**config.mk**
```make
export PLATFORM = sky130hd
export DESIGN_NAME = id_stage_fwd
export DESIGN_NICKNAME = d
export VERILOG_FILES = /design/src/rtl/id_stage_fwd_pkg.sv /design/src/rtl/id_stage_fwd_mux.sv /design/src/rtl/id_stage_fwd.sv
export SDC_FILE = /design/constraint.sdc
export NUM_CORES = 1
export LEC_CHECK = 0
export BUFFER_PORTS_ARGS = -buffer_cell sky130_fd_sc_hd__buf_2
export CAP_MARGIN = 20
export CORE_AREA = 2 2 131 133
export DETAILED_ROUTE_END_ITERATION = 10
export DIE_AREA = 0 0 133 135
export PLACE_DENSITY = 0.67
export SETUP_SLACK_MARGIN = 0.1
export SYNTH_ARGS = -nofsm -noshare
export SYNTH_HDL_FRONTEND = slang
export SYNTH_SLANG_ARGS = --single-unit
```
**constraint.sdc**
```tcl
create_clock -name clk -period 3.8 [get_ports clk]
set_input_delay 0.19 -clock clk [delete_from_list [all_inputs] [get_ports clk]]
set_output_delay 0.19 -clock clk [all_outputs]
set_load 0.005 [all_outputs]
```
**src/rtl/id_stage_fwd_pkg.sv**
```systemverilog
// Shared OpenMIPS decode constants: instruction encodings, ALU opcodes, result selects,
// and the control-field encoding used for an empty (bubble) ID/EX slot.
package id_stage_fwd_pkg;

  localparam logic [5:0] EXE_SPECIAL_INST = 6'b000000;
  localparam logic [5:0] EXE_ANDI         = 6'b001100;
  localparam logic [5:0] EXE_ORI          = 6'b001101;
  localparam logic [5:0] EXE_XORI         = 6'b001110;
  localparam logic [5:0] EXE_LUI          = 6'b001111;
  localparam logic [5:0] EXE_PREF         = 6'b110011;

  localparam logic [5:0] EXE_AND  = 6'b100100;
  localparam logic [5:0] EXE_OR   = 6'b100101;
  localparam logic [5:0] EXE_XOR  = 6'b100110;
  localparam logic [5:0] EXE_NOR  = 6'b100111;
  localparam logic [5:0] EXE_SLL  = 6'b000000;
  localparam logic [5:0] EXE_SRL  = 6'b000010;
  localparam logic [5:0] EXE_SRA  = 6'b000011;
  localparam logic [5:0] EXE_SLLV = 6'b000100;
  localparam logic [5:0] EXE_SRLV = 6'b000110;
  localparam logic [5:0] EXE_SRAV = 6'b000111;
  localparam logic [5:0] EXE_SYNC = 6'b001111;

  localparam logic [7:0] EXE_NOP_OP  = 8'b00000000;
  localparam logic [7:0] EXE_AND_OP  = 8'b00100100;
  localparam logic [7:0] EXE_OR_OP   = 8'b00100101;
  localparam logic [7:0] EXE_XOR_OP  = 8'b00100110;
  localparam logic [7:0] EXE_NOR_OP  = 8'b00100111;
  localparam logic [7:0] EXE_SLLV_OP = 8'b00000100;
  localparam logic [7:0] EXE_SRLV_OP = 8'b00000110;
  localparam logic [7:0] EXE_SRAV_OP = 8'b00000111;
  localparam logic [7:0] EXE_SLL_OP  = 8'b01111100;
  localparam logic [7:0] EXE_SRL_OP  = 8'b00000010;
  localparam logic [7:0] EXE_SRA_OP  = 8'b00000011;

  localparam logic [2:0] EXE_RES_NOP   = 3'b000;
  localparam logic [2:0] EXE_RES_LOGIC = 3'b001;
  localparam logic [2:0] EXE_RES_SHIFT = 3'b010;

  localparam logic [4:0] NOPRegAddr = 5'b00000;

  typedef struct packed {
    logic       valid;
    logic       illegal;
    logic       wreg;
    logic [4:0] wd;
    logic [2:0] alusel;
    logic [7:0] aluop;
  } ex_ctrl_t;

  localparam ex_ctrl_t BUBBLE_CTRL = '{valid: 1'b0, illegal: 1'b0, wreg: 1'b0,
                                       wd: NOPRegAddr, alusel: EXE_RES_NOP, aluop: EXE_NOP_OP};
  localparam logic [31:0] BUBBLE_PC = 32'h0000_0000;

endpackage

```
**src/rtl/id_stage_fwd_mux.sv**
```systemverilog
// One operand port: lowest-index forwarding hit wins, else regfile; immediate when the read is off.
// Purely combinational; o_hit0 flags a match on source 0 for load-use detection.
module fwd_operand_mux #(
  parameter int DATA_W     = 32,
  parameter int NUM_FWD    = 2,
  parameter int ZERO_GUARD = 1
) (
  input  logic                        i_rd_en,
  input  logic [4:0]                  i_addr,
  input  logic [DATA_W-1:0]           i_rf_data,
  input  logic [DATA_W-1:0]           i_imm,
  input  logic [NUM_FWD-1:0]          i_fwd_wreg,
  input  logic [5*NUM_FWD-1:0]        i_fwd_wd,
  input  logic [DATA_W*NUM_FWD-1:0]   i_fwd_wdata,
  output logic [DATA_W-1:0]           o_data,
  output logic                        o_hit0
);

  logic w_guard;
  assign w_guard = (ZERO_GUARD != 0) && (i_addr == 5'd0);

  // Walk oldest to youngest so the youngest (lowest index) match is the last write.
  always_comb begin
    o_data = i_rf_data;
    for (int k = NUM_FWD - 1; k >= 0; k--) begin
      if (i_fwd_wreg[k] && (i_fwd_wd[5*k +: 5] == i_addr))
        o_data = i_fwd_wdata[DATA_W*k +: DATA_W];
    end
    if (w_guard)
      o_data = '0;
    if (!i_rd_en)
      o_data = i_imm;
  end

  assign o_hit0 = i_rd_en && !w_guard && i_fwd_wreg[0] && (i_fwd_wd[4:0] == i_addr);

endmodule

```
**src/rtl/id_stage_fwd.sv**
```systemverilog
// Decode stage with prioritised operand forwarding, load-use stall and the ID/EX register.
// One cycle from inst_i to ex_*; hold_i freezes ID/EX, flush_i/stall/invalid load a bubble.
module id_stage_fwd
  import id_stage_fwd_pkg::*;
#(
  parameter int DATA_W     = 32,
  parameter int NUM_FWD    = 2,
  parameter int ZERO_GUARD = 1
) (
  input  logic                      clk,
  input  logic                      rst,
  input  logic [31:0]               pc_i,
  input  logic [31:0]               inst_i,
  input  logic                      inst_valid_i,
  input  logic [DATA_W-1:0]         reg1_data_i,
  input  logic [DATA_W-1:0]         reg2_data_i,
  input  logic [NUM_FWD-1:0]        fwd_wreg_i,
  input  logic [5*NUM_FWD-1:0]      fwd_wd_i,
  input  logic [DATA_W*NUM_FWD-1:0] fwd_wdata_i,
  input  logic                      fwd0_is_load_i,
  input  logic                      hold_i,
  input  logic                      flush_i,
  output logic                      reg1_read_o,
  output logic                      reg2_read_o,
  output logic [4:0]                reg1_addr_o,
  output logic [4:0]                reg2_addr_o,
  output logic                      stall_req_o,
  output logic [31:0]               ex_pc_o,
  output logic [7:0]                ex_aluop_o,
  output logic [2:0]                ex_alusel_o,
  output logic [DATA_W-1:0]         ex_reg1_o,
  output logic [DATA_W-1:0]         ex_reg2_o,
  output logic [4:0]                ex_wd_o,
  output logic                      ex_wreg_o,
  output logic                      ex_valid_o,
  output logic                      ex_illegal_o
);

  logic [5:0]        w_op, w_fn;
  logic [4:0]        w_rs, w_rt, w_rd, w_sa;
  logic [15:0]       w_imm;
  logic [31:0]       w_lui32;
  ex_ctrl_t          w_ctrl;
  logic              w_rd1_en, w_rd2_en, w_rr;
  logic [DATA_W-1:0] w_imm1, w_imm2, w_opnd1, w_opnd2;
  logic              w_hit0_1, w_hit0_2;

  assign w_op    = inst_i[31:26];
  assign w_rs    = inst_i[25:21];
  assign w_rt    = inst_i[20:16];
  assign w_rd    = inst_i[15:11];
  assign w_sa    = inst_i[10:6];
  assign w_fn    = inst_i[5:0];
  assign w_imm   = inst_i[15:0];
  assign w_lui32 = {w_imm, 16'h0000};

  always_comb begin
    w_ctrl         = BUBBLE_CTRL;
    w_ctrl.valid   = 1'b1;
    w_ctrl.illegal = 1'b1;
    w_rd1_en       = 1'b0;
    w_rd2_en       = 1'b0;
    w_rr           = 1'b0;
    w_imm1         = '0;
    w_imm2         = '0;
    if (inst_i[31:21] == 11'd0 && (w_fn == EXE_SLL || w_fn == EXE_SRL || w_fn == EXE_SRA)) begin
      w_ctrl.illegal = 1'b0;
      w_ctrl.wreg    = 1'b1;
      w_ctrl.wd      = w_rd;
      w_ctrl.alusel  = EXE_RES_SHIFT;
      w_rd2_en       = 1'b1;
      w_imm1         = DATA_W'(w_sa);
      case (w_fn)
        EXE_SLL: w_ctrl.aluop = EXE_SLL_OP;
        EXE_SRL: w_ctrl.aluop = EXE_SRL_OP;
        default: w_ctrl.aluop = EXE_SRA_OP;
      endcase
    end else if (w_op == EXE_SPECIAL_INST && w_sa == 5'd0) begin
      case (w_fn)
        EXE_AND:  begin w_rr = 1'b1; w_ctrl.aluop = EXE_AND_OP;  w_ctrl.alusel = EXE_RES_LOGIC; end
        EXE_OR:   begin w_rr = 1'b1; w_ctrl.aluop = EXE_OR_OP;   w_ctrl.alusel = EXE_RES_LOGIC; end
        EXE_XOR:  begin w_rr = 1'b1; w_ctrl.aluop = EXE_XOR_OP;  w_ctrl.alusel = EXE_RES_LOGIC; end
        EXE_NOR:  begin w_rr = 1'b1; w_ctrl.aluop = EXE_NOR_OP;  w_ctrl.alusel = EXE_RES_LOGIC; end
        EXE_SLLV: begin w_rr = 1'b1; w_ctrl.aluop = EXE_SLLV_OP; w_ctrl.alusel = EXE_RES_SHIFT; end
        EXE_SRLV: begin w_rr = 1'b1; w_ctrl.aluop = EXE_SRLV_OP; w_ctrl.alusel = EXE_RES_SHIFT; end
        EXE_SRAV: begin w_rr = 1'b1; w_ctrl.aluop = EXE_SRAV_OP; w_ctrl.alusel = EXE_RES_SHIFT; end
        EXE_SYNC: w_ctrl.illegal = 1'b0;
        default:  ;
      endcase
      if (w_rr) begin
        w_ctrl.illegal = 1'b0;
        w_ctrl.wreg    = 1'b1;
        w_ctrl.wd      = w_rd;
        w_rd1_en       = 1'b1;
        w_rd2_en       = 1'b1;
      end
    end else begin
      case (w_op)
        EXE_ORI, EXE_ANDI, EXE_XORI: begin
          w_ctrl.illegal = 1'b0;
          w_ctrl.wreg    = 1'b1;
          w_ctrl.wd      = w_rt;
          w_ctrl.alusel  = EXE_RES_LOGIC;
          w_rd1_en       = 1'b1;
          w_imm2         = DATA_W'(w_imm);
          w_ctrl.aluop   = (w_op == EXE_ORI)  ? EXE_OR_OP :
                           (w_op == EXE_ANDI) ? EXE_AND_OP : EXE_XOR_OP;
        end
        EXE_LUI: begin
          // Operand 1 is forced to zero through the immediate path, so no read of rs.
          w_ctrl.illegal = 1'b0;
          w_ctrl.wreg    = 1'b1;
          w_ctrl.wd      = w_rt;
          w_ctrl.alusel  = EXE_RES_LOGIC;
          w_ctrl.aluop   = EXE_OR_OP;
          w_imm2         = DATA_W'($signed(w_lui32));
        end
        EXE_PREF: w_ctrl.illegal = 1'b0;
        default:  ;
      endcase
    end
  end

  assign reg1_read_o = w_rd1_en;
  assign reg2_read_o = w_rd2_en;
  assign reg1_addr_o = w_rs;
  assign reg2_addr_o = w_rt;

  fwd_operand_mux #(.DATA_W(DATA_W), .NUM_FWD(NUM_FWD), .ZERO_GUARD(ZERO_GUARD)) u_mux1 (
    .i_rd_en(w_rd1_en), .i_addr(w_rs), .i_rf_data(reg1_data_i), .i_imm(w_imm1),
    .i_fwd_wreg(fwd_wreg_i), .i_fwd_wd(fwd_wd_i), .i_fwd_wdata(fwd_wdata_i),
    .o_data(w_opnd1), .o_hit0(w_hit0_1)
  );

  fwd_operand_mux #(.DATA_W(DATA_W), .NUM_FWD(NUM_FWD), .ZERO_GUARD(ZERO_GUARD)) u_mux2 (
    .i_rd_en(w_rd2_en), .i_addr(w_rt), .i_rf_data(reg2_data_i), .i_imm(w_imm2),
    .i_fwd_wreg(fwd_wreg_i), .i_fwd_wd(fwd_wd_i), .i_fwd_wdata(fwd_wdata_i),
    .o_data(w_opnd2), .o_hit0(w_hit0_2)
  );

  assign stall_req_o = inst_valid_i && fwd0_is_load_i && (w_hit0_1 || w_hit0_2);

  ex_ctrl_t          r_ctrl;
  logic [31:0]       r_pc;
  logic [DATA_W-1:0] r_reg1, r_reg2;

  always_ff @(posedge clk or posedge rst) begin
    if (rst) begin
      r_ctrl <= BUBBLE_CTRL;
      r_pc   <= BUBBLE_PC;
      r_reg1 <= '0;
      r_reg2 <= '0;
    end else if (flush_i) begin
      r_ctrl <= BUBBLE_CTRL;
      r_pc   <= BUBBLE_PC;
      r_reg1 <= '0;
      r_reg2 <= '0;
    end else if (hold_i) begin
      r_ctrl <= r_ctrl;
    end else if (stall_req_o || !inst_valid_i) begin
      r_ctrl <= BUBBLE_CTRL;
      r_pc   <= BUBBLE_PC;
      r_reg1 <= '0;
      r_reg2 <= '0;
    end else begin
      r_ctrl <= w_ctrl;
      r_pc   <= pc_i;
      r_reg1 <= w_opnd1;
      r_reg2 <= w_opnd2;
    end
  end

  assign ex_pc_o      = r_pc;
  assign ex_aluop_o   = r_ctrl.aluop;
  assign ex_alusel_o  = r_ctrl.alusel;
  assign ex_reg1_o    = r_reg1;
  assign ex_reg2_o    = r_reg2;
  assign ex_wd_o      = r_ctrl.wd;
  assign ex_wreg_o    = r_ctrl.wreg;
  assign ex_valid_o   = r_ctrl.valid;
  assign ex_illegal_o = r_ctrl.illegal;

endmodule
```
Word level (Yosys, flattened, before mapping)
Cells that the tools add are included.
{ "word_totals": {"ff_bits": 115, "latchBits": 0, "ramBits": 0, "mem_bits_ro": 0, "in_bits": 210, "output_inout_bits": 128, "elab_cells": 102, "mem_count": 0} }
{ "classes": {"n_addsub": 0, "mul": 0, "n_div": 0, "order_cmp": 0, "n_eq_ne": 20, "n_shift": 0, "n_mux": 43, "bitwise_logic": 0, "n_reduce_logical": 30} }
{ "ops": {"columns": ["cell", "n"], "rows": [
  ["$mux 32", 19],
  ["$pmux 10 s7", 1],
  ["$pmux 32 s2", 1],
  ["$mux 19", 3],
  ["$mux 18", 2],
  ["$pmux 17 s2", 1],
  ["$eq 6x4->1 const B", 5],
  ["$eq 6x6->1 const B", 5],
  ["$eq 5x5->1", 4],
  ["$eq 6x3->1 const B", 3],
  ["$logic_not 5->1", 3],
  ["$logic_and 1x1->1", 14],
  ["$pmux 7 s2", 1],
  ["$eq 6x2->1 const B", 2],
  ["$logic_not 6->1", 2],
  ["$logic_not 11->1", 1],
  ["$mux 1", 11],
  ["$mux 7", 1],
  ["$reduce_or 7->1", 1],
  ["$mux 5", 1],
  ["$reduce_or 5->1", 1],
  ["$logic_or 1x1->1", 4],
  ["$mux 2", 2],
  ["$logic_not 1->1", 3],
  ["other kinds (2)", 2]
]} }

Depth between registers and ports, before layout
Gate-level depths: netlist (run 1).
{ "logic_depth": {"word_depth": 17, "ltp_mapped": 9, "ltp_nobuf": 6} }

Modules after synthesis
From an unflattened synthesis (run 1), not the netlist that was laid out.
{ "hier_totals": {"cells_unflattened": 687, "hier_area_um2": 7093.1} }
{ "by_module_without_submodules": {"columns": ["mod", "n_inst", "cells_each", "area_each_um2", "seq_area_each_um2"], "rows": [
  ["id_stage_fwd", 1, 369, 4578.1, 2777.7],
  ["fwd_operand_mux", 2, 159, 1257.5, 0.0]
]} }

Worst setup path before layout (run 1)
No wires, ideal clock.
{ "synth_path": {"path_type": "input -> register", "from": "in inst_i[21]", "to": "reg r_ctrl, in the netlist ex_illegal_o", "setup_ns": 0.121, "t_arrival_ns": 2.367, "required_time_ns": 3.679, "slack_ns": 1.312, "cell_stages": 9, "n_path_buf": 3, "cell_sequence": "or4_4 -> or4_1 -> buf_2 -> a21oi_4 -> a32oi_1 -> o21a_1 -> buf_6 -> buf_6 -> a22o_1"} }
{ "synth_via": {"elab_chain_len": 12, "word_cells_on_any_way": 20, "classes_between": "eq/ne: 1; mux: 6; reduce/logical: 13"} }
{ "synth_lines": {"columns": ["item", "line", "text"], "rows": [
  ["from (decl)", "id_stage_fwd.sv:13", "input logic [31:0] inst_i,"],
  ["$logic_not 11->1", "id_stage_fwd.sv:66", "if (inst_i[31:21] == 11'd0 && (w_fn == EXE_SLL || w_fn == EXE_SRL || w_fn == EXE_SRA)) begin"],
  ["$logic_and 1x1->1", "id_stage_fwd.sv:66", null],
  ["$mux 1", "id_stage_fwd.sv:66", null],
  ["net reg2_read_o", "id_stage_fwd.sv:24", "output logic reg2_read_o,"],
  ["$logic_and 1x1->1 (3 in a row)", "id_stage_fwd_mux.sv:35", "assign o_hit0 = i_rd_en && !w_guard && i_fwd_wreg[0] && (i_fwd_wd[4:0] == i_addr);"],
  ["$logic_or 1x1->1", "id_stage_fwd.sv:141", "assign stall_req_o = inst_valid_i && fwd0_is_load_i && (w_hit0_1 || w_hit0_2);"],
  ["$logic_and 1x1->1", "id_stage_fwd.sv:141", null],
  ["$logic_or 1x1->1", "id_stage_fwd.sv:160", "end else if (stall_req_o || !inst_valid_i) begin"],
  ["$mux 19", "id_stage_fwd.sv:160", null],
  ["$mux 19", "id_stage_fwd.sv:158", "end else if (hold_i) begin"],
  ["$mux 19", "id_stage_fwd.sv:153", "end else if (flush_i) begin"],
  ["to (signal assigned)", "id_stage_fwd.sv:159", "r_ctrl <= r_ctrl;"],
  ["to (signal assigned)", "id_stage_fwd.sv:166", "r_ctrl <= w_ctrl;"],
  ["to (decl)", "id_stage_fwd.sv:143", "ex_ctrl_t r_ctrl;"]
]} }
The timed path passes the listed nets, and every way through them passes these cells. The select of a mux whose other input is x is not followed.
A chain may end at the register's enable or synchronous reset.

Final worst setup path (run 1)
{ "layout_path": {"from": "in inst_i[21]", "to": "reg r_ctrl, in the netlist ex_aluop_o[4]"} }
{ "layout_via": {"elab_chain_len": 12, "word_cells_on_any_way": 20, "classes_between": "eq/ne: 1; mux: 6; reduce/logical: 13"} }
{ "layout_lines": {"columns": ["item", "line"], "rows": [
  ["$logic_not 11->1", "id_stage_fwd.sv:66"],
  ["$logic_and 1x1->1", "id_stage_fwd.sv:66"],
  ["$mux 1", "id_stage_fwd.sv:66"],
  ["$logic_and 1x1->1 (3 in a row)", "id_stage_fwd_mux.sv:35"],
  ["$logic_or 1x1->1", "id_stage_fwd.sv:141"],
  ["$logic_and 1x1->1", "id_stage_fwd.sv:141"],
  ["$logic_or 1x1->1", "id_stage_fwd.sv:160"],
  ["$mux 19 (*)", "id_stage_fwd.sv:160"],
  ["$mux 19 (*)", "id_stage_fwd.sv:158"],
  ["$mux 19 (*)", "id_stage_fwd.sv:153"]
]} }
Every way passes the cells marked *; elsewhere a longest branch is shown, timed or not. The select of a mux whose other input is x is not followed.

==> out/results.txt, run 1 <==
status - completed
die height - 135 um
unrepaired setup endpoints after global routing - false
Routed Antenna Nets - 0
Worst Clk Skew - 0 ns
met2 track demand over resource - 0.4554
Routed WL - 24,380 um
I/O Buffers - 335
DP Wirelength - 18,650 um
routed len/inst - 21.54 um
Synth Instances - 611
final worst-path cycle share - 0.7042
GRT Util Overall - 0.2697
Final setup viols - 0
ys flop type - dfrtp_1
Peak VDD IR - 191.9 uV
post-layout util - 0.5079
Clock Tree Root - clkbuf_16
number of global-route vias before repair - 6,281
Slew HR - 0.3200
sequential fraction of the synthesis area - 0.4416
synthesis warning total - 0
DRC violations left - 0
reg2reg start - ex_aluop_o[4]
Lkg Pwr - 4.571 nW
pwr/cell area - 303.8 nW/um^2
final worst path period need - 2.676 ns
# nets final - 1,117
Pre-antenna DRT Iters - 5
Post-synth EDFFs - 0
Antenna Cells - 0
pin count of the biggest net entering global routing - 64
Layout area overhead - 32.48%
PostCTS Resize Cnt - 0
worst hold start - pc_i[0]
Avg Inst Size Synth - 10.29 sq um
flop-to-flop setup slack - 3.05 ns
Worst Setup End Kind - flip-flop
share of layout cells above drive strength 1 - 0.4397
Die W - 133 um
DR iter-0 viols - 428
CTS Buf Count - 9
Fmax achieved - 373.7 MHz
GR Util met1 - 0.3422
Critical Path RT - 4.05 ns
Final TNS setup - 0 ns
Final Hold Vio Count - 0
cell area after synthesis - 6290 sq um
storage element area - 2778 sq um
Async S/R FF share, synth - 1.000
Yosys cell types - 49
IO Count - 338
crit path DAT - 2.92 ns
worst-path maximum fanout - 63
WS Path Type - in -> reg
worst hold stages - 2
CTS tree - yes
Hold Path End - ex_pc_o[0]
H-tree levels - 3
die footprint - 17,960 sq um
Yosys reg bits - 111
critical path's largest stage delay - 0.67 ns
first-pass GRT wire length - 36,920 um
Rows - 47
R2R cell count - 1
met3 GRT Util - 0.05180
worst r2r dst - ex_aluop_o[4]
Initial Util - 0.3834
clock latency on the worst-skew pair - 0.35 ns
element type at the critical path start - input port
number of max-cap violations - 0
vias per cell - 5.670
Clock Sinks - 111
GRT Residual Overflow - 0
Least-Margin Pin Slew - 1.020 ns
initial antenna violation count - 1
Vias - 6,418
gpl congestion - 0.8813
fill count - 1,559
Final Hold Slack - 0.04508 ns
Max Transition Viols Final - 0
Final Power - 2.531 mW
worst hold path class - in -> reg
area of the multi-input gates - 3169 sq um
slowest CP cell - or4_1
Clock transition at path regs - 0.08 ns
Core Footprint - 16,410 sq um
CP Cell Sequence - buf_2 > or4_4 > or4_1 > a21oi_4 > a32oi_1 > o21a_2 > buf_4 > a32o_1
clk buf depth - 2
gr busiest metal - met2
critical path: cells and delay by family:
family,cells,cell delay (ns)
buf+inv,2,0.46
simple gates,2,1.23
compound gates,4,1.04
metrics by stage:
stage | instance area [sq um] | std cells | setup WS [ns]
after floorplan | 6294 | 612 | 0.6793
after global placement | 8031 | 1115 | 0.7979
after detailed placement | 8031 | 1115 | 0.7627
after CTS | 8333 | 1132 | 1.141
after global routing | 8333 | 1132 | 1.042
final | 8333 | 1132 | 1.124
power by group:
group,leakage (nW),total (mW),switching [mW],internal (mW)
sequential,1.54,1.21,0.00929,1.20
combinational,2.89,0.394,0.218,0.176
clock,0.142,0.931,0.468,0.463
layout make-up:
class,count,share of cell area
repair buffers,348,0.2162
clock buffers,10,0.02748
multi-input cells,433,0.3803
flip-flops and latches,111,0.3333
inverters,4,0.002102
clock inverters,6,0.007508
well taps,220,0.03303
layer usage:
metal / up-vias / wire, um / part of all wire
li1: 2898 / - / -
met1: 3065 / 9757 / 0.40
met2: 397 / 11790 / 0.48
met3: 56 / 2088 / 0.086
met4: 2 / 733 / 0.030
met5: - / 13 / 0.00053
cell usage in the layout, fill, tap and decap left out, types with 4 or more instances in the layout:
cell type,netlist,final
o21ai_0,69,69
xor2_1,8,8
a221oi_1,10,10
and2_1,7,7
nor2_1,11,11
mux2i_1,54,54
o21ai_1,17,17
buf_2,6,335
clkbuf_16,0,9
a22o_1,61,61
buf_4,14,10
a32oi_1,28,28
nand2_1,59,59
a2bb2oi_1,10,10
a22oi_1,6,6
nor4_1,4,4
xnor2_1,12,12
nand3_1,6,5
dfrtp_1,111,111
mux2_2,26,26
synth_stat cells (2+ instances only):
cell,n,share of area
nand2_1,59,0.035
o211ai_1,3,0.0036
a32oi_1,28,0.039
inv_1,4,0.0024
a22oi_1,6,0.0072
nor2_1,11,0.0066
o21ai_0,69,0.055
nor2b_1,2,0.0020
buf_4,14,0.017
xor2_1,8,0.011
a2bb2oi_1,10,0.014
clkbuf_1,31,0.018
nor3_1,3,0.0024
or4_1,2,0.0024
nand4_1,3,0.0030
nor4bb_1,2,0.0032
o21ai_1,17,0.014
and3_1,3,0.0030
and2_1,7,0.0070
buf_6,7,0.013
nor4_1,4,0.0040
buf_1,6,0.0036
a22o_1,61,0.085
a221oi_1,10,0.014
nand4b_1,2,0.0028
xnor2_1,12,0.017
a21oi_1,2,0.0016
mux2_2,26,0.047
nor3b_1,2,0.0024
mux2i_1,54,0.086
or3_1,3,0.0030
nand3_1,6,0.0048
buf_2,6,0.0048
o21a_1,2,0.0024
a32o_1,2,0.0032
dfrtp_1,111,0.44
flip-flops by register name, summed over array words and instances (netlist names):
name	flops
ex_reg1_o	32
ex_wd_o	5
ex_pc_o	32
ex_reg2_o	32
ex_wreg_o	1
ex_valid_o	1
ex_aluop_o	5
ex_alusel_o	2
ex_illegal_o	1
cells by family after synthesis:
logic type	synth area share
buf+inv	0.05848
xor+xnor	0.02785
simple gates	0.08773
flops	0.4416
other cells	0.0005962
compound gates	0.2512
mux	0.1325
worst max-delay path by stage:
stage | end | from
after floorplan | ex_aluop_o[0] | rst
after detailed placement | ex_aluop_o[4] | inst_i[21]
after global routing | ex_pc_o[10] | inst_i[21]
after CTS | ex_aluop_o[4] | inst_i[21]
final | ex_aluop_o[4] | inst_i[21]
after global placement | ex_aluop_o[5] | inst_i[21]
repair_timing:
action	in CTS	in global routing
endpoints found under the hold margin	53	0
hold buffers	1	0
setup buffers	0	0
(Power assumes the default switching activity.)
==> inputs of run 2 (changes only) <==
--- a/config.mk
+++ b/config.mk
@@ -5,12 +5,12 @@
 export SDC_FILE = /design/constraint.sdc
 export NUM_CORES = 1
 export LEC_CHECK = 0
+export ABC_AREA = 1
 export BUFFER_PORTS_ARGS = -buffer_cell sky130_fd_sc_hd__buf_2
 export CAP_MARGIN = 20
-export CORE_AREA = 2 2 131 133
+export CORE_UTILIZATION = 43
 export DETAILED_ROUTE_END_ITERATION = 10
-export DIE_AREA = 0 0 133 135
-export PLACE_DENSITY = 0.67
+export PLACE_DENSITY = 0.74
 export SETUP_SLACK_MARGIN = 0.1
 export SYNTH_ARGS = -nofsm -noshare
 export SYNTH_HDL_FRONTEND = slang
==> constraint.sdc (replaced) <==
create_clock -name clk -period 2.27 [get_ports clk]
set_input_delay 0.1135 -clock clk [delete_from_list [all_inputs] [get_ports clk]]
set_output_delay 0.1135 -clock clk [all_outputs]
set_load 0.005 [all_outputs]
==> run 2 against run 1 <==
Non-clock buffer count is 42 higher. Register-to-register slack worse by 1.5 ns. Hold slack better by 0.047 ns. Sequential share of layout area decreased by 5.1 points. Combinational power is 110% higher. Die area decreased by 1.4%. Cell area up 18%. First-iteration DRC count rose by 120%. Clock power up 80%. Global-route usage rose by 6.6 points. Via count is 43% higher. Core utilization up 8.1 points. Critical path type is now in -> out.
==> out/results.txt, run 2 <==
Avg Inst Size Synth - 6.407 sq um (was 10.29 sq um)
Initial Util - 0.4423 (was 0.3834)
Layout area overhead - 33.06% (was 32.48%)
Die W - 133.1 um (was 133 um)
sequential fraction of the synthesis area - 0.3760 (was 0.4416)
Final setup viols - 0 (unchanged)
clock latency on the worst-skew pair - 0.36 ns (was 0.35 ns)
CP most frequent cell - buf_2
Routed WL - 29,480 um (was 24,380 um)
die height - 133.1 um (was 135 um)
Switch Pwr - 1.420 mW (was 695.4 uW)
# nets final - 1,671 (was 1,117)
share of layout cells above drive strength 1 - 0.2804 (was 0.4397)
Post-Layout Cell Count - 1,690 (was 1,132)
CP Cell Sequence - buf_2 > inv_1 > nand2_1 > nor2_1 > nand3_4 > nand2_4 > nand2_2 > buf_12 > or2_1 > a21oi_1 > buf_2 (was buf_2 > or4_4 > or4_1 > a21oi_4 > a32oi_1 > o21a_2 > buf_4 > a32o_1)
vias per cell - 5.414 (was 5.670)
GR Util met1 - 0.4315 (was 0.3422)
Clock Tree Root - clkbuf_16 (unchanged)
Peak VDD IR - 349.1 uV (was 191.9 uV)
worst-path maximum fanout - 33 (was 63)
Final Power - 4.536 mW (was 2.531 mW)
post-synth top area share - 0.3760 (was 0.4416)
Async S/R FF share, synth - 1.000 (unchanged)
met2 track demand over resource - 0.5462 (was 0.4554)
Buffers & Inverters on Critical Path - 4 (was 2)
gr busiest metal - met2 (unchanged)
number of global-route vias before repair - 8,586 (was 6,281)
PostCTS Resize Cnt - 0 (unchanged)
final worst path period need - 1.931 ns
die footprint - 17,710 sq um (was 17,960 sq um)
Routed Antenna Nets - 0 (unchanged)
Core Footprint - 16,700 sq um (was 16,410 sq um)
Clock Sinks - 111 (unchanged)
Least-Margin Pin Slew - 0.7601 ns (was 1.020 ns)
Vias - 9,150 (was 6,418)
critical path's largest stage delay - 0.35 ns (was 0.67 ns)
placed cells - 1,637 (was 1,115)
Sw Share - 0.3131 (was 0.2747)
final worst setup slack - 0.3388 ns (was 1.124 ns)
Clk pwr share - 0.371 (was 0.368)
Comb power frac - 0.185 (was 0.156)
Fmax achieved - 517.8 MHz
slowest CP cell - nor2_1 (was or4_1)
H-tree levels - 3 (unchanged)
flop-to-flop setup slack - 1.58 ns (was 3.05 ns)
count leader, synth - nand2_1 (was dfrtp_1)
Clock transition at path regs - 0.09 ns (was 0.08 ns)
most frequent cells after synthesis - 443 x nand2_1, 164 x nor2_1, 154 x nand3_1 (was 111 x dfrtp_1, 69 x o21ai_0, 61 x a22o_1)
Slew HR - 0.4922 (was 0.3200)
WS Path Type - in -> out (was in -> reg)
cell area after synthesis - 7387 sq um (was 6290 sq um)
top cells by area, synth - dfrtp_1 38%, nand2_1 23%, nand3_1 10% (was dfrtp_1 44%, mux2i_1 8.6%, a22o_1 8.5%)
Cell Area, Placed - 9178 sq um (was 8031 sq um)
CTS tree - yes (unchanged)
Yosys cell types - 27 (was 49)
status - completed (unchanged)
CTS Buf Count - 9 (unchanged)
delay-heaviest family, CP - simple AND/OR/NAND/NOR gates (unchanged)
Yosys reg bits - 111 (unchanged)
IO Count - 338 (unchanged)
Final TNS setup - 0 ns (unchanged)
first-pass GRT wire length - 45,910 um (was 36,920 um)
pwr/cell area - 461.5 nW/um^2 (was 303.8 nW/um^2)
Post-synth EDFFs - 0 (unchanged)
Worst Clk Skew - 0 ns (unchanged)
postcts setup bufs - 0 (unchanged)
pin count of the biggest net entering global routing - 75 (was 64)
commonest non-fill, non-tap cells in the layout - 443 x nand2_1, 335 x buf_2, 157 x nor2_1, 152 x nand3_1, 111 x dfrtp_1 (was 335 x buf_2, 111 x dfrtp_1, 69 x o21ai_0, 61 x a22o_1, 59 x nand2_1)
gpl congestion - 0.9480 (was 0.8813)
ys flop type - dfrtp_1 (unchanged)
Pint - 3.116 mW (was 1.836 mW)
Final Hold Vio Count - 0 (unchanged)
worst hold path class - in -> reg (unchanged)
Pre-antenna DRT Iters - 6 (was 5)
initial antenna violation count - 4 (was 1)
routed len/inst - 17.44 um (was 21.54 um)
element type at the critical path start - input port (unchanged)
Critical Path RT - 2.16 ns (was 4.05 ns)
Lkg Pwr - 6.088 nW (was 4.571 nW)
DR iter-0 viols - 937 (was 428)
DRC violations left - 0 (unchanged)
DP Worst Slack - 0.2927 ns (was 0.7627 ns)
I/O Buffers - 335 (unchanged)
most common cell after layout, fill and taps aside - nand2_1 (was buf_2)
Synth Instances - 1,153 (was 611)
post-route cell area - 9829 sq um (was 8333 sq um)
met3 GRT Util - 0.04866 (was 0.05180)
clk buf depth - 2 (unchanged)
most area-hungry cell type in the Yosys netlist - dfrtp_1 (unchanged)
sequential group share of total power - 0.445 (was 0.476)
Max Transition Viols Final - 0 (unchanged)
DP Wirelength - 21,110 um (was 18,650 um)
number of max-cap violations - 0 (unchanged)
GRT Residual Overflow - 0 (unchanged)
Worst Setup End Kind - primary output (was flip-flop)
synthesis warning total - 0 (unchanged)
GRT Util Overall - 0.3352 (was 0.2697)
unrepaired setup endpoints after global routing - false (unchanged)
Rows - 47 (unchanged)
final worst-path cycle share - 0.8507
crit path DAT - 1.82 ns (was 2.92 ns)
==> run 2: final cells by class <==
class,count,area (sq um)
antenna,4,10.01
clock buffer,9,225.2
clock inverter,7,86.33
fill,1698,6872
inverter,39,150.1
multi-input combinational,910,4033
sequential,111,2778
tap,220,275.3
timing repair buffer,390,2272
==> run 2: worst reg2reg max path, delay by kind of cell (launching register included) <==
family	cells	cell delay, ns
simple gates	1	0.06
flops	1	0.39
compound gates	1	0.11
==> run 2: worst paths after layout <==
| kind | start | to | cells after the start |
|---|---|---|---|
| setup / recovery | inst_i[21] | stall_req_o | 11 |
| hold / removal | reg1_data_i[24] | ex_reg1_o[24] | 5 |
| setup reg to reg | ex_aluop_o[0] | ex_aluop_o[0] | 2 |
| hold reg to reg | ex_reg1_o[5] | ex_reg1_o[5] | 2 |
| max in group asynchronous | rst | ex_reg1_o[22] | 4 |
| min in group asynchronous | rst | ex_pc_o[9] | 3 |
==> run 2: layer usage <==
metal  vias to the layer above  wire length [um]
li1                       4352                 -
met1                      4140             11760
met2                       566             13780
met3                        92              2502
met4                         0              1429
met5                         -                 0
==> run 2: repair_timing <==
action                                 4_1_cts  5_1_grt
setup endpoints to repair                    0        0
endpoints found under the hold margin       62        0
hold buffers                                33        0
==> run 2: cells by family after synthesis <==
| logic type | synth area share |
|---|---|
| other | 0.0005076 |
| AO/OA/AOI/OAI | 0.02151 |
| buffers and inverters | 0.08435 |
| flip-flops | 0.3760 |
| AND/OR/NAND/NOR | 0.5176 |
==> run 2: power by group through the flow <==
stage / clock, mW / sequential, mW / combinational, mW
5_1_grt: 1.78 / 2.02 / 0.915
6_report: 1.68 / 2.02 / 0.837
3_3_place_gp: 0 / 2.06 / 0.775
2_1_floorplan: 0 / 2.06 / 0.369
4_1_cts: 1.70 / 2.02 / 0.823
3_5_place_dp: 0 / 2.06 / 0.776
==> run 2: stage by stage <==
| stage | hold WS, ns | util |
|---|---|---|
| 6_report | 0.09161 | 0.5886 |
| 5_1_grt | 0.1208 | 0.5884 |
| 4_1_cts | 0.08764 | 0.5880 |
| 3_5_place_dp | 0.2827 | 0.5495 |
| 3_3_place_gp | 0.2818 | 0.5495 |
| 2_1_floorplan | 0.2512 | - |
==> inputs of run 3 (changes only) <==
--- a/config.mk
+++ b/config.mk
@@ -9,8 +9,9 @@
 export BUFFER_PORTS_ARGS = -buffer_cell sky130_fd_sc_hd__buf_2
 export CAP_MARGIN = 20
 export CORE_UTILIZATION = 43
+export CTS_CLUSTER_SIZE = 20
 export DETAILED_ROUTE_END_ITERATION = 10
-export PLACE_DENSITY = 0.74
+export PLACE_DENSITY = 0.79
 export SETUP_SLACK_MARGIN = 0.1
 export SYNTH_ARGS = -nofsm -noshare
 export SYNTH_HDL_FRONTEND = slang
==> run 3 against run 2 <==
Non-clock buffer count up 3. Clock skew stayed put. Worst setup slack better by 0.20 ns. Power is 1.7% lower. Cell count up 0.36%. Global-route usage decreased by 0.14 points. Hold slack improved by 0.021 ns. Combinational power decreased by 0.8%. Core utilization is 0.067 points higher. Wire length shrank 0.14%. Register-to-register slack improved by 0.02 ns. Sequential cell count is the same. Largest cell class unchanged. Largest power group unchanged.
==> out/results.txt, run 3 (synthesis results as in run 2) <==
status - completed (unchanged)
routed len/inst - 17.36 um (was 17.44 um)
final worst path period need - 1.729 ns (was 1.931 ns)
number of global-route vias before repair - 8,847 (was 8,586)
IO Count - 338 (unchanged)
postcts setup bufs - 0 (unchanged)
Least-Margin Pin Slew - 0.6899 ns (was 0.7601 ns)
most common cell after layout, fill and taps aside - nand2_1 (unchanged)
Post-Layout Cell Count - 1,696 (was 1,690)
Critical Path RT - 2.16 ns (about the same)
commonest non-fill, non-tap cells in the layout - 443 x nand2_1, 335 x buf_2, 157 x nor2_1, 152 x nand3_1, 111 x dfrtp_1 (unchanged)
Clock transition at path regs - 0.08 ns (was 0.09 ns)
Worst Clk Skew - 0 ns (unchanged)
Slew HR - 0.5381 (was 0.4922)
Max Transition Viols Final - 0 (unchanged)
die footprint - 17,710 sq um (unchanged)
Vias - 9,313 (was 9,150)
Peak VDD IR - 357.9 uV (was 349.1 uV)
WS Path Type - in -> out (unchanged)
die height - 133.1 um (unchanged)
placed cells - 1,640 (was 1,637)
Die W - 133.1 um (unchanged)
Worst Setup SP - inst_i[21] (unchanged)
reg2reg start - ex_wd_o[1] (was ex_aluop_o[0])
Routed Antenna Nets - 0 (unchanged)
worst hold start - reg1_data_i[15] (was reg1_data_i[24])
Layout area overhead - 33.21% (was 33.06%)
Core Footprint - 16,700 sq um (unchanged)
vias per cell - 5.491 (was 5.414)
Lkg Pwr - 6.087 nW (was 6.088 nW)
clock latency on the worst-skew pair - 0.36 ns (about the same)
pwr/cell area - 453.1 nW/um^2 (was 461.5 nW/um^2)
Fmax achieved - 578.4 MHz (was 517.8 MHz)
gpl congestion - 0.9327 (was 0.9480)
PostCTS Resize Cnt - 0 (unchanged)
I/O Buffers - 335 (unchanged)
DRC violations left - 0 (unchanged)
initial antenna violation count - 7 (was 4)
GRT Residual Overflow - 0 (unchanged)
hold buffers post-CTS - 33 (unchanged)
Clock Tree Root - clkbuf_16 (unchanged)
# nets final - 1,674 (was 1,671)
Final Hold Slack - 0.1122 ns (was 0.09161 ns)
clk buf depth - 2 (unchanged)
worst-path maximum fanout - 8 (was 33)
Final TNS setup - 0 ns (unchanged)
element type at the critical path start - input port (unchanged)
CTS Buf Count - 9 (unchanged)
pin count of the biggest net entering global routing - 112 (was 75)
fill count - 1,659 (was 1,698)
Routed WL - 29,440 um (was 29,480 um)
worst hold path class - in -> reg (unchanged)
final worst-path cycle share - 0.7616 (was 0.8507)
number of max-cap violations - 0 (unchanged)
Clock Sinks - 111 (unchanged)
DR iter-0 viols - 884 (was 937)
post-layout util - 0.5892 (was 0.5886)
H-tree levels - 3 (unchanged)
Initial Util - 0.4423 (unchanged)
Worst Setup End Kind - primary output (unchanged)
GRT Util Overall - 0.3339 (was 0.3352)
Pre-antenna DRT Iters - 6 (unchanged)
Final Hold Vio Count - 0 (unchanged)
unrepaired setup endpoints after global routing - false (unchanged)
first-pass GRT wire length - 46,300 um (was 45,910 um)
DP Wirelength - 21,410 um (was 21,110 um)
Rows - 47 (unchanged)
share of layout cells above drive strength 1 - 0.2818 (was 0.2804)
CTS tree - yes (unchanged)
crit path DAT - 1.62 ns (was 1.82 ns)
Final setup viols - 0 (unchanged)
[run 3: final timing paths]
path | endpoint | slack (ns) | cells past startpoint
worst max-delay path | stall_req_o | 0.54 | 10
worst min register to register | ex_reg2_o[19] | 0.48 | 2
max in group asynchronous | ex_reg2_o[24] | 1.34 | 4
worst max register to register | ex_wd_o[1] | 1.60 | 2
worst min-delay path | ex_reg1_o[15] | 0.11 | 5
min in group asynchronous | ex_pc_o[9] | 0.47 | 4
[run 3: worst max-delay path, stage by stage]
cell and delay, ns:
buf_2 0.12, inv_1 0.09, nand2_1 0.07, nor2_1 0.32
nand3_4 0.18, nand2_4 0.16, nand2_2 0.06, or2_1 0.21
a21oi_1 0.16, buf_2 0.14
[run 3: per-stage QoR]
step	instance area [sq um]	total power, mW	worst slack [ns]
final	9841	4.459	0.5411
after global routing	9841	4.639	0.3884
after global placement	9200	2.823	0.2587
after CTS	9823	4.479	0.5514
after floorplan	7395	2.429	0.8130
after detailed placement	9200	2.827	0.2260
[run 3: cell type report]
cell class              count  area (sq um)  area share
flip-flops and latches    111          2778      0.2823
inverters                  39         150.1     0.01526
multi-input cells         910          4033      0.4098
clock buffers               9         225.2     0.02289
diodes                      7         17.52    0.001780
repair buffers            393          2295      0.2332
clock inverters             7         67.56    0.006866
well taps                 220         275.3     0.02797
[run 3: routing by layer]
metal | wire length (um) | global-route usage
met5 | 0 | 0
met3 | 2656 | 0.06284
met1 | 11310 | 0.4180
met2 | 14010 | 0.5474
met4 | 1460 | 0.1724
[run 3: where the power goes]
group          internal (mW)  switching, mW  total, mW
clock                  0.772          0.838       1.61
sequential              2.00         0.0159       2.02
combinational          0.325          0.505      0.830
total                   3.10           1.36       4.46
